File: config.mk
export PLATFORM = sky130hd
export DESIGN_NAME = i2c_wb_arbiter
export DESIGN_NICKNAME = d
export VERILOG_FILES = /design/src/rtl/i2c_wb_arbiter.sv
export SDC_FILE = /design/constraint.sdc
export NUM_CORES = 1
export LEC_CHECK = 0
export BUFFER_PORTS_ARGS = -buffer_cell sky130_fd_sc_hd__buf_2
export CAP_MARGIN = 20
export CORE_AREA = 2 2 122 124
export CTS_CLUSTER_DIAMETER = 120
export DETAILED_ROUTE_END_ITERATION = 10
export DIE_AREA = 0 0 124 126
export SLEW_MARGIN = 20
export SYNTH_ARGS = -nofsm -noshare
export SYNTH_HDL_FRONTEND = slang
export SYNTH_SLANG_ARGS = --single-unit
File: constraint.sdc
create_clock -name clk_i -period 2.2 [get_ports clk_i]
set_clock_uncertainty 0.15 [all_clocks]
set_input_delay 0.44 -clock clk_i [delete_from_list [all_inputs] [get_ports clk_i]]
set_output_delay 0.44 -clock clk_i [all_outputs]
set_load 0.05 [all_outputs]
File: src/rtl/i2c_wb_arbiter.sv
// Two-requester Wishbone B4 classic arbiter in front of the I2C master core slave port.
// Optional hung-transfer abort with bus error is enabled by defining WB_ARB_TIMEOUT_EN.
module i2c_wb_arbiter #(
   parameter int AW             = 32,
   parameter int DW             = 32,
   parameter int TIMEOUT_CYCLES = 256
) (
   input  logic            clk_i,
   input  logic            rst_i,
   input  logic            m0_cyc_i,
   input  logic            m0_stb_i,
   input  logic            m0_we_i,
   input  logic [DW/8-1:0] m0_sel_i,
   input  logic [AW-1:0]   m0_adr_i,
   input  logic [DW-1:0]   m0_dat_i,
   output logic [DW-1:0]   m0_dat_o,
   output logic            m0_ack_o,
   output logic            m0_err_o,
   input  logic            m1_cyc_i,
   input  logic            m1_stb_i,
   input  logic            m1_we_i,
   input  logic [DW/8-1:0] m1_sel_i,
   input  logic [AW-1:0]   m1_adr_i,
   input  logic [DW-1:0]   m1_dat_i,
   output logic [DW-1:0]   m1_dat_o,
   output logic            m1_ack_o,
   output logic            m1_err_o,
   output logic            s_cyc_o,
   output logic            s_stb_o,
   output logic            s_we_o,
   output logic [DW/8-1:0] s_sel_o,
   output logic [AW-1:0]   s_adr_o,
   output logic [DW-1:0]   s_dat_o,
   input  logic [DW-1:0]   s_dat_i,
   input  logic            s_ack_i,
   output logic [1:0]      grant_o
);

   typedef enum logic [1:0] {IDLE, OWN0, OWN1} state_e;

   state_e state_q, state_d;
   logic   lastOwner_q, lastOwner_d;

   always_ff @(posedge clk_i or posedge rst_i) begin
      if (rst_i) begin
         state_q     <= IDLE;
         lastOwner_q <= 1'b1;
      end else begin
         state_q     <= state_d;
         lastOwner_q <= lastOwner_d;
      end
   end

   // A release always returns to IDLE first, so a tie is decided only there.
   always_comb begin
      state_d     = state_q;
      lastOwner_d = lastOwner_q;
      case (state_q)
         IDLE: begin
            if (m0_cyc_i && m1_cyc_i) state_d = lastOwner_q ? OWN0 : OWN1;
            else if (m0_cyc_i)        state_d = OWN0;
            else if (m1_cyc_i)        state_d = OWN1;
         end
         OWN0: begin
            if (!m0_cyc_i) begin
               state_d     = IDLE;
               lastOwner_d = 1'b0;
            end
         end
         OWN1: begin
            if (!m1_cyc_i) begin
               state_d     = IDLE;
               lastOwner_d = 1'b1;
            end
         end
         default: state_d = IDLE;
      endcase
   end

   assign grant_o = {state_q == OWN1, state_q == OWN0};

`ifdef WB_ARB_TIMEOUT_EN
   localparam int CW = $clog2(TIMEOUT_CYCLES);

   logic [CW-1:0] toCnt_q, toCnt_d;
   logic          ownerStb;
   logic          timeoutHit;

   assign ownerStb   = ((state_q == OWN0) && m0_cyc_i && m0_stb_i) ||
                       ((state_q == OWN1) && m1_cyc_i && m1_stb_i);
   assign timeoutHit = ownerStb && (toCnt_q == CW'(TIMEOUT_CYCLES - 1));

   // Counts consecutive unacknowledged strobe cycles of the current owner.
   always_comb begin
      toCnt_d = toCnt_q + CW'(1);
      if (timeoutHit || s_ack_i || !ownerStb || (state_d != state_q)) toCnt_d = '0;
   end

   always_ff @(posedge clk_i or posedge rst_i) begin
      if (rst_i) toCnt_q <= '0;
      else       toCnt_q <= toCnt_d;
   end
`endif

   always_comb begin
      s_cyc_o  = 1'b0;
      s_stb_o  = 1'b0;
      s_we_o   = 1'b0;
      s_sel_o  = '0;
      s_adr_o  = '0;
      s_dat_o  = '0;
      m0_dat_o = '0;
      m0_ack_o = 1'b0;
      m0_err_o = 1'b0;
      m1_dat_o = '0;
      m1_ack_o = 1'b0;
      m1_err_o = 1'b0;
      case (state_q)
         OWN0: begin
            s_cyc_o  = m0_cyc_i;
            s_stb_o  = m0_stb_i;
            s_we_o   = m0_we_i;
            s_sel_o  = m0_sel_i;
            s_adr_o  = m0_adr_i;
            s_dat_o  = m0_dat_i;
            m0_dat_o = s_dat_i;
            m0_ack_o = s_ack_i;
         end
         OWN1: begin
            s_cyc_o  = m1_cyc_i;
            s_stb_o  = m1_stb_i;
            s_we_o   = m1_we_i;
            s_sel_o  = m1_sel_i;
            s_adr_o  = m1_adr_i;
            s_dat_o  = m1_dat_i;
            m1_dat_o = s_dat_i;
            m1_ack_o = s_ack_i;
         end
         default: ;
      endcase
`ifdef WB_ARB_TIMEOUT_EN
      // The aborted strobe is withdrawn from the core while the owner sees the error.
      if (timeoutHit) begin
         s_stb_o  = 1'b0;
         m0_ack_o = 1'b0;
         m1_ack_o = 1'b0;
         m0_err_o = (state_q == OWN0);
         m1_err_o = (state_q == OWN1);
      end
`endif
   end

endmodule

==> report_table.html, run 1 <==
<table>
<tr><th>Metric</th><th>Value</th></tr>
<tr><th colspan="2">Outcome</th></tr>
<tr><td>Outcome</td><td>finished, violations left</td></tr>
<tr><td>Violated checks</td><td>negative setup slack</td></tr>
<tr><th colspan="2">Timing</th></tr>
<tr><td>Final Hold Vio Count</td><td>0</td></tr>
<tr><td>Fin. max-slew vios</td><td>0</td></tr>
<tr><td>Top achievable clock speed</td><td>0.448 GHz</td></tr>
<tr><td>Crit path time final</td><td>2.23 ns</td></tr>
<tr><td>Setup Viol. Count Final</td><td>20</td></tr>
<tr><td>Final clock period utilization by the worst path</td><td>1.01</td></tr>
<tr><td>Setup repair after global routing missed its margin</td><td>true</td></tr>
<tr><td>Setup slack after layout</td><td>-0.0306 ns</td></tr>
<tr><th colspan="2">Synth</th></tr>
<tr><td>Most common cell in the netlist</td><td>sky130_fd_sc_hd__nor2b_1</td></tr>
<tr><td>Synth top cells by count</td><td>71 x sky130_fd_sc_hd__nor2b_1, 70 x sky130_fd_sc_hd__a22oi_1, 66 x sky130_fd_sc_hd__and2_1</td></tr>
<tr><td>Synth unique cells</td><td>20</td></tr>
<tr><td>Count of flip-flops with a built-in enable after synthesis</td><td>0</td></tr>
<tr><td>Leading area contributor after synthesis</td><td>sky130_fd_sc_hd__a22oi_1</td></tr>
<tr><td>Average cell area after synthesis</td><td>6.87 um^2</td></tr>
<tr><td>Post-synth top flop</td><td>sky130_fd_sc_hd__dfrtp_1</td></tr>
<tr><td>Netlist area before placement</td><td>1820 um^2</td></tr>
<tr><td>Register bit total from synthesis</td><td>3</td></tr>
<tr><td>Yosys synthesis warning count</td><td>0</td></tr>
<tr><td>Share of async-settable or async-resettable flops after synthesis</td><td>1.00</td></tr>
<tr><td>Synthesized netlist cell count</td><td>265</td></tr>
<tr><td>Fraction of synthesized cell area taken by the top area cell type</td><td>0.289</td></tr>
<tr><td>Sequential share of the synthesized area</td><td>0.0419</td></tr>
<tr><td>Synth top area cells</td><td>sky130_fd_sc_hd__a22oi_1 29%, sky130_fd_sc_hd__nor2b_1 24%, sky130_fd_sc_hd__and2_1 23%</td></tr>
<tr><th colspan="2">Layout</th></tr>
<tr><td>Nets</td><td>749</td></tr>
<tr><td>Layout-stage area growth over the synthesis result</td><td>155%</td></tr>
<tr><td>Number of antenna diodes</td><td>0</td></tr>
<tr><td>Final non-filler cell total</td><td>750</td></tr>
<tr><td>Filler Cells Inserted</td><td>1465</td></tr>
<tr><td>Final standard cell utilization of the core</td><td>0.324</td></tr>
<tr><td>Storage cell area</td><td>76.3 um^2</td></tr>
<tr><td>Area of the multi-input gates</td><td>1850 um^2</td></tr>
<tr><td>Fraction of final layout cells with drive strength greater than 1</td><td>0.756</td></tr>
<tr><th colspan="2">Critical path</th></tr>
<tr><td>WP data required</td><td>1.61 ns</td></tr>
<tr><td>CP startpoint</td><td>state_q[1]$_DFFE_PP0P_</td></tr>
<tr><td>Worst Path Class, Setup</td><td>reg2out</td></tr>
<tr><td>Startpoint of the lowest-slack register-to-register path</td><td>state_q[0]$_DFFE_PP0P_</td></tr>
<tr><td>Type of element launching the critical path</td><td>register</td></tr>
<tr><td>WP data arrival</td><td>1.64 ns</td></tr>
<tr><td>Critical Path End Type</td><td>output port</td></tr>
<tr><td>Setup slack of the most critical reg-to-reg path</td><td>0.56 ns</td></tr>
<tr><td>Critical Path Fanout Max</td><td>30</td></tr>
<tr><th colspan="2">Detailed routing</th></tr>
<tr><td>Residual antenna-violating net count after detailed routing</td><td>0</td></tr>
<tr><td>Vias per std cell</td><td>4.24</td></tr>
<tr><td>Vias</td><td>3182</td></tr>
<tr><td>Mean routed wirelength per cell</td><td>14.6 um</td></tr>
<tr><td>DRC marker count from the first detailed-route iteration</td><td>95</td></tr>
<tr><td>DRC</td><td>0</td></tr>
<tr><td>Routed Wire Length</td><td>10900 um</td></tr>
<tr><td>Pre-antenna DRT Iters</td><td>7</td></tr>
<tr><th colspan="2">CTS</th></tr>
<tr><td>Clock-pin slew reported for the worst setup and hold paths after clock tree synthesis</td><td>0.03 ns</td></tr>
<tr><td>Number of levels the H-tree was split into</td><td>1</td></tr>
<tr><td>Clock net sink count</td><td>3</td></tr>
<tr><td>Clock Root Buffer</td><td>sky130_fd_sc_hd__clkbuf_16</td></tr>
<tr><td>Clock tree from TritonCTS</td><td>yes</td></tr>
<tr><td>Bufs on Longest Clock Path</td><td>2</td></tr>
<tr><td>Clock insertion delay at the later pin of the skew report</td><td>0.22 ns</td></tr>
<tr><td>Number of buffers created by CTS</td><td>3</td></tr>
<tr><th colspan="2">GRT</th></tr>
<tr><td>Global-route wire length before repair</td><td>13700 um</td></tr>
<tr><td>Global route total overflow</td><td>0</td></tr>
<tr><td>Number of global-route vias before repair</td><td>2945</td></tr>
<tr><td>Largest net degree at the start of global routing</td><td>54</td></tr>
<tr><td>Overall fraction of global-route tracks in use</td><td>0.110</td></tr>
<tr><td>Antenna violations before repair</td><td>0</td></tr>
<tr><th colspan="2">Floorplan</th></tr>
<tr><td>Total die area</td><td>15600 um^2</td></tr>
<tr><td>Die height</td><td>126 um</td></tr>
<tr><td>Core Rows</td><td>44</td></tr>
<tr><td>Floorplan die width</td><td>124 um</td></tr>
<tr><td>Boundary Pins</td><td>318</td></tr>
<tr><td>Starting density of the core</td><td>0.127</td></tr>
<tr><td>Total core area</td><td>14300 um^2</td></tr>
<tr><th colspan="2">Power</th></tr>
<tr><td>Worst vdd rail ir drop</td><td>0.619 mV</td></tr>
<tr><td>Relative contribution of combinational cells to total power</td><td>0.943</td></tr>
<tr><td>Switching Share</td><td>0.592</td></tr>
<tr><td>Internal Power</td><td>2.84 mW</td></tr>
<tr><td>Leakage Power</td><td>2.23 nW</td></tr>
<tr><td>Net switching power</td><td>4.11 mW</td></tr>
<tr><td>Cell area power density</td><td>1500 nW/um^2</td></tr>
<tr><td>Fraction of power consumed by sequential logic</td><td>0.015</td></tr>
<tr><td>Part of the power in the clock network</td><td>0.042</td></tr>
<tr><th colspan="2">Placed design</th></tr>
<tr><td>Number of I/O port buffers</td><td>315</td></tr>
<tr><td>Detailed Place HPWL</td><td>7710 um</td></tr>
<tr><td>Pre-CTS worst setup slack</td><td>0.138 ns</td></tr>
<tr><td>Routability congestion estimate</td><td>0.777</td></tr>
<tr><td>Placed cell count</td><td>741</td></tr>
<tr><th colspan="2">Worst hold path</th></tr>
<tr><td>Startpoint of the most critical hold path</td><td>lastOwner_q$_DFFE_PP1P_</td></tr>
<tr><td>Classification of the worst-slack hold path</td><td>reg2reg</td></tr>
<tr><th colspan="2">Job</th></tr>
<tr><td>Count of maximum capacitance violations</td><td>0</td></tr>
</table>
[power groups by stage]
stage / sequential [mW] / combinational (mW) / clock [mW]
after floorplan: 0.104 / 4.28 / 0
after global placement: 0.100 / 5.48 / 0
after detailed placement: 0.101 / 5.49 / 0
after CTS: 0.102 / 6.07 / 0.297
after global routing: 0.107 / 6.86 / 0.308
final: 0.104 / 6.55 / 0.291
[path summary, 6_finish.rpt]
path | to | depth (start not counted)
max in group asynchronous | lastOwner_q$_DFFE_PP1P_ | 3
setup reg to reg | state_q[1]$_DFFE_PP0P_ | 5
hold / removal | lastOwner_q$_DFFE_PP1P_ | 2
setup / recovery | s_adr_o[16] | 6
hold reg to reg | lastOwner_q$_DFFE_PP1P_ | 2
min in group asynchronous | state_q[1]$_DFFE_PP0P_ | 3
[worst max-delay path: stages (launching register included)]
cell and delay, ns:
sky130_fd_sc_hd__dfrtp_1 0.38, sky130_fd_sc_hd__buf_4 0.16, sky130_fd_sc_hd__ha_4 0.20, sky130_fd_sc_hd__buf_12 0.17
sky130_fd_sc_hd__a22oi_1 0.24, sky130_fd_sc_hd__nor2b_2 0.06, sky130_fd_sc_hd__buf_4 0.19
[layout make-up]
| cell class | instances | share of cell area |
|---|---|---|
| inverter | 5 | 0.00405 |
| multi-input combinational | 225 | 0.399 |
| tap | 184 | 0.0497 |
| sequential | 3 | 0.0165 |
| timing repair buffer | 329 | 0.514 |
| clock buffer | 4 | 0.0170 |
[state kept, by name, indices dropped and copies added (netlist names)]
signal	flops
lastOwner_q	1
state_q	2
[cell usage in the layout, fill, tap and decap left out, types with 2 or more instances in the layout]
cell / count
sky130_fd_sc_hd__inv_2: 2
sky130_fd_sc_hd__a22oi_2: 18
sky130_fd_sc_hd__a32o_1: 2
sky130_fd_sc_hd__a21boi_0: 2
sky130_fd_sc_hd__buf_6: 64
sky130_fd_sc_hd__buf_16: 2
sky130_fd_sc_hd__o21ai_0: 3
sky130_fd_sc_hd__ha_4: 3
sky130_fd_sc_hd__inv_1: 3
sky130_fd_sc_hd__conb_1: 2
sky130_fd_sc_hd__buf_12: 6
sky130_fd_sc_hd__buf_2: 200
sky130_fd_sc_hd__buf_4: 20
sky130_fd_sc_hd__nor2b_2: 71
sky130_fd_sc_hd__a22oi_1: 52
sky130_fd_sc_hd__dfrtp_1: 2
sky130_fd_sc_hd__clkbuf_4: 33
sky130_fd_sc_hd__and2_1: 66
sky130_fd_sc_hd__clkbuf_16: 6
[repair_timing]
item                                    in CTS  in global routing
gates cloned                                 1                  3
endpoints found under the setup margin      76                127
resized for setup                          131                 80
endpoints found under the hold margin        2                  0
buffers inserted                             0                  0
hold buffers                                 1                  0
pin swaps                                    0                  7
[per-stage QoR]
stage | setup TNS [ns] | area, um^2 | hold WS, ns | power (mW)
after floorplan | -0.0619 | 2000 | 0.0429 | 4.38
after global routing | -3.96 | 4630 | 0.388 | 7.28
after global placement | 0 | 3800 | 0.157 | 5.58
after CTS | -0.447 | 4320 | 0.360 | 6.47
final | -0.180 | 4630 | 0.366 | 6.95
after detailed placement | 0 | 3800 | 0.160 | 5.59
[layer usage]
| metal | up-vias | GRT usage | wire length [um] |
|---|---|---|---|
| met1 | 1462 | 0.112 | 3910 |
| met4 | 0 | 0.0159 | 76 |
| met3 | 5 | 0.00815 | 832 |
| li1 | 1520 | - | - |
| met5 | - | 0 | 0 |
| met2 | 195 | 0.238 | 6120 |
[cells by family after synthesis]
family	Yosys count	share of synthesized area
simple gates	137	0.471
buf+inv	38	0.113
fa+ha+maj	5	0.0344
flops	3	0.0419
other cells	1	0.00206
compound gates	81	0.337
Note: power is estimated with default switching activity, not from simulation.
==> run 2: changes to the inputs <==
ABC_AREA = 1   (was not set)
CORE_AREA = 2 2 124 126   (was 2 2 122 124)
DIE_AREA = 0 0 126 128   (was 0 0 124 126)
==> report_table.html, run 2 <==
<table>
<tr><th>Metric</th><th>Value</th></tr>
<tr><th colspan="2">Synth</th></tr>
<tr><td>Synth unique cells</td><td>16</td></tr>
<tr><td>Synthesized netlist cell count</td><td>417</td></tr>
<tr><td>Most common cell in the netlist</td><td>sky130_fd_sc_hd__nand2_1</td></tr>
<tr><td>Yosys synthesis warning count</td><td>0</td></tr>
<tr><td>Leading area contributor after synthesis</td><td>sky130_fd_sc_hd__nand2_1</td></tr>
<tr><td>Synth top area cells</td><td>sky130_fd_sc_hd__nand2_1 44%, sky130_fd_sc_hd__a21oi_1 17%, sky130_fd_sc_hd__inv_1 15%</td></tr>
<tr><td>Sequential share of the synthesized area</td><td>0.0408</td></tr>
<tr><td>Fraction of synthesized cell area taken by the top area cell type</td><td>0.435</td></tr>
<tr><td>Synth top cells by count</td><td>217 x sky130_fd_sc_hd__nand2_1, 73 x sky130_fd_sc_hd__inv_1, 65 x sky130_fd_sc_hd__a21oi_1</td></tr>
<tr><td>Post-synth top flop</td><td>sky130_fd_sc_hd__dfrtp_1</td></tr>
<tr><td>Netlist area before placement</td><td>1870 um^2</td></tr>
<tr><td>Count of flip-flops with a built-in enable after synthesis</td><td>0</td></tr>
<tr><td>Share of async-settable or async-resettable flops after synthesis</td><td>1.00</td></tr>
<tr><td>Register bit total from synthesis</td><td>3</td></tr>
<tr><td>Average cell area after synthesis</td><td>4.49 um^2</td></tr>
<tr><th colspan="2">Floorplan</th></tr>
<tr><td>Core Rows</td><td>45</td></tr>
<tr><td>Starting density of the core</td><td>0.126</td></tr>
<tr><td>Die height</td><td>128 um</td></tr>
<tr><td>Floorplan die width</td><td>126 um</td></tr>
<tr><td>Total die area</td><td>16100 um^2</td></tr>
<tr><td>Total core area</td><td>14900 um^2</td></tr>
<tr><td>Boundary Pins</td><td>318</td></tr>
<tr><th colspan="2">GRT</th></tr>
<tr><td>Number of global-route vias before repair</td><td>3094</td></tr>
<tr><td>Global route total overflow</td><td>0</td></tr>
<tr><td>Global-route wire length before repair</td><td>16200 um</td></tr>
<tr><td>Overall fraction of global-route tracks in use</td><td>0.125</td></tr>
<tr><td>Largest net degree at the start of global routing</td><td>30</td></tr>
<tr><td>Antenna violations before repair</td><td>1</td></tr>
<tr><th colspan="2">Timing</th></tr>
<tr><td>Min Hold Slack</td><td>0.313 ns</td></tr>
<tr><td>Setup repair after global routing missed its margin</td><td>true</td></tr>
<tr><td>Setup slack after layout</td><td>-0.0462 ns</td></tr>
<tr><td>Fin. max-slew vios</td><td>0</td></tr>
<tr><td>Setup Viol. Count Final</td><td>34</td></tr>
<tr><td>Top achievable clock speed</td><td>0.445 GHz</td></tr>
<tr><td>Final clock period utilization by the worst path</td><td>1.02</td></tr>
<tr><td>Final Hold Vio Count</td><td>0</td></tr>
<tr><td>Crit path time final</td><td>2.25 ns</td></tr>
<tr><th colspan="2">Critical path</th></tr>
<tr><td>Highest-delay cell along the critical path</td><td>sky130_fd_sc_hd__dfrtp_1</td></tr>
<tr><td>WP data required</td><td>1.61 ns</td></tr>
<tr><td>Cell chain of the critical path</td><td>inv_2 -&gt; ha_4 -&gt; buf_12 -&gt; clkbuf_16 -&gt; nand2_1 -&gt; a21oi_1 -&gt; buf_4</td></tr>
<tr><td>WP data arrival</td><td>1.66 ns</td></tr>
<tr><td>Worst Path Class, Setup</td><td>reg2out</td></tr>
<tr><td>Max incr delay on CP</td><td>0.39 ns</td></tr>
<tr><td>CP delay by family, top</td><td>buffers and inverters</td></tr>
<tr><td>Critical Path Fanout Max</td><td>12</td></tr>
<tr><td>Crit path buf inv count</td><td>4</td></tr>
<tr><td>Critical Path End Type</td><td>output port</td></tr>
<tr><td>Type of element launching the critical path</td><td>register</td></tr>
<tr><th colspan="2">Power</th></tr>
<tr><td>Sum of internal, switching and leakage power</td><td>7.04 mW</td></tr>
<tr><td>Leakage Power</td><td>2.83 nW</td></tr>
<tr><td>Worst vdd rail ir drop</td><td>0.484 mV</td></tr>
<tr><td>Cell area power density</td><td>1480 nW/um^2</td></tr>
<tr><th colspan="2">Layout</th></tr>
<tr><td>Most frequent cells in the layout</td><td>216 x sky130_fd_sc_hd__buf_2, 204 x sky130_fd_sc_hd__nand2_1, 71 x sky130_fd_sc_hd__inv_1</td></tr>
<tr><td>Largest register FFs</td><td>2</td></tr>
<tr><td>Most common cell after layout, fill and taps aside</td><td>sky130_fd_sc_hd__buf_2</td></tr>
<tr><td>Filler Cells Inserted</td><td>1597</td></tr>
<tr><td>Area of the multi-input gates</td><td>1580 um^2</td></tr>
<tr><td>Number of antenna diodes</td><td>0</td></tr>
<tr><td>Nets</td><td>912</td></tr>
<tr><td>Largest register by flop count</td><td>state_q</td></tr>
<tr><td>Largest registers</td><td>state_q (2), lastOwner_q (1)</td></tr>
<tr><td>Storage cell area</td><td>76.3 um^2</td></tr>
<tr><td>Layout-stage area growth over the synthesis result</td><td>154%</td></tr>
<tr><td>Final standard cell utilization of the core</td><td>0.320</td></tr>
<tr><td>Fraction of final layout cells with drive strength greater than 1</td><td>0.575</td></tr>
<tr><th colspan="2">CTS</th></tr>
<tr><td>Clock-pin slew reported for the worst setup and hold paths after clock tree synthesis</td><td>0.03 ns</td></tr>
<tr><td>Bufs on Longest Clock Path</td><td>2</td></tr>
<tr><td>Clock net sink count</td><td>3</td></tr>
<tr><td>Clock insertion delay at the later pin of the skew report</td><td>0.22 ns</td></tr>
<tr><td>Clock tree from TritonCTS</td><td>yes</td></tr>
<tr><td>Clock Root Buffer</td><td>sky130_fd_sc_hd__clkbuf_16</td></tr>
<tr><td>Number of levels the H-tree was split into</td><td>1</td></tr>
<tr><td>Number of buffers created by CTS</td><td>3</td></tr>
<tr><th colspan="2">Placed design</th></tr>
<tr><td>Number of I/O port buffers</td><td>315</td></tr>
<tr><td>Routability congestion estimate</td><td>0.796</td></tr>
<tr><td>Detailed Place HPWL</td><td>7970 um</td></tr>
<tr><td>Pre-CTS worst setup slack</td><td>0.00861 ns</td></tr>
<tr><th colspan="2">Job</th></tr>
<tr><td>Count of maximum capacitance violations</td><td>0</td></tr>
<tr><th colspan="2">Outcome</th></tr>
<tr><td>Violated checks</td><td>negative setup slack</td></tr>
<tr><td>Outcome</td><td>finished, violations left</td></tr>
<tr><th colspan="2">Detailed routing</th></tr>
<tr><td>DRC marker count from the first detailed-route iteration</td><td>173</td></tr>
<tr><td>Vias per std cell</td><td>4.09</td></tr>
<tr><td>Residual antenna-violating net count after detailed routing</td><td>0</td></tr>
<tr><td>Routed Wire Length</td><td>12700 um</td></tr>
<tr><td>Pre-antenna DRT Iters</td><td>4</td></tr>
<tr><td>Vias</td><td>3749</td></tr>
<tr><td>DRC</td><td>0</td></tr>
<tr><td>Mean routed wirelength per cell</td><td>13.9 um</td></tr>
<tr><th colspan="2">Worst hold path</th></tr>
<tr><td>Classification of the worst-slack hold path</td><td>reg2reg</td></tr>
</table>
## run 2: cell types whose count changed after synthesis, moves of 3 or more
cell and change:
sky130_fd_sc_hd__nor2_1 +5, sky130_fd_sc_hd__a22oi_1 -70, sky130_fd_sc_hd__and2_1 -66, sky130_fd_sc_hd__a21oi_2 +6
sky130_fd_sc_hd__nand2_1 +217, sky130_fd_sc_hd__inv_1 +68, sky130_fd_sc_hd__buf_2 +8, sky130_fd_sc_hd__nand2_2 +6
sky130_fd_sc_hd__o21ai_0 -3, sky130_fd_sc_hd__nor2b_1 -71, sky130_fd_sc_hd__a21oi_1 +64, sky130_fd_sc_hd__clkbuf_1 -4
sky130_fd_sc_hd__clkbuf_2 -3
## run 2: repair_timing
action / CTS / global route
resized for setup: 117 / 113
hold buffers: 1 / 0
pin swaps: 34 / 5
endpoints found under the setup margin: 111 / 129
hold endpoints to repair: 2 / 0
cloned: 6 / 3
buffers inserted: 7 / 2
## run 2: routing by layer
metal	GRT usage	wire length (um)	vias to the layer above
met2	0.242	6910	176
met1	0.149	4920	1714
met5	0	7	-
li1	-	-	1847
met4	0.0136	70	2
met3	0.0217	802	10
## run 2: worst min-delay path, delay by kind of cell (launching register included)
| kind | cells | cell delay, ns |
|---|---|---|
| flops | 1 | 0.36 |
| simple gates | 2 | 0.10 |
## run 2: worst paths after layout
check | to | cells past startpoint | slack, ns | from
setup / recovery | s_dat_o[30] | 7 | -0.05 | state_q[1]$_DFFE_PP0P_
hold / removal | lastOwner_q$_DFFE_PP1P_ | 2 | 0.31 | lastOwner_q$_DFFE_PP1P_
setup reg to reg | lastOwner_q$_DFFE_PP1P_ | 8 | 0.65 | state_q[0]$_DFFE_PP0P_
hold reg to reg | lastOwner_q$_DFFE_PP1P_ | 2 | 0.31 | lastOwner_q$_DFFE_PP1P_
max in group asynchronous | lastOwner_q$_DFFE_PP1P_ | 3 | 1.19 | rst_i
min in group asynchronous | state_q[0]$_DFFE_PP0P_ | 3 | 0.50 | rst_i
## run 2: power by group
group | switching, mW | total, mW | internal (mW)
registers | 0.0152 | 0.101 | 0.0863
clock network | 0.0480 | 0.287 | 0.239
logic | 4.46 | 6.65 | 2.19
total | 4.53 | 7.04 | 2.51
## run 2: per-stage QoR
stage          std cells  setup TNS (ns)  instance area, um^2
3_3_place_gp         897               0                 3740
2_1_floorplan        418           -7.79                 1960
4_1_cts              915          -0.732                 4410
6_report             917          -0.524                 4760
3_5_place_dp         897               0                 3740
5_1_grt              917           -4.79                 4760
## run 2: cell families (layout without fill, tap and decap cells)
kind of cell               after synthesis  count (layout)  share of synthesized area
other                                    1               2                    0.00200
buffers and inverters                  108             419                      0.254
and+or+nand+nor                        229             229                      0.468
AOI/OAI and AO/OA                       71              71                      0.202
DFF                                      3               3                     0.0408
adders and majority gates                5               5                     0.0334
## run 2: final cells by class
cell class                      instances  share of cell area
Clock buffer                            4              0.0166
Sequential cell                         3              0.0160
Multi-Input combinational cell        307               0.332
Timing Repair Buffer                  341               0.526
Inverter                               74              0.0594
Tap cell                              188              0.0494
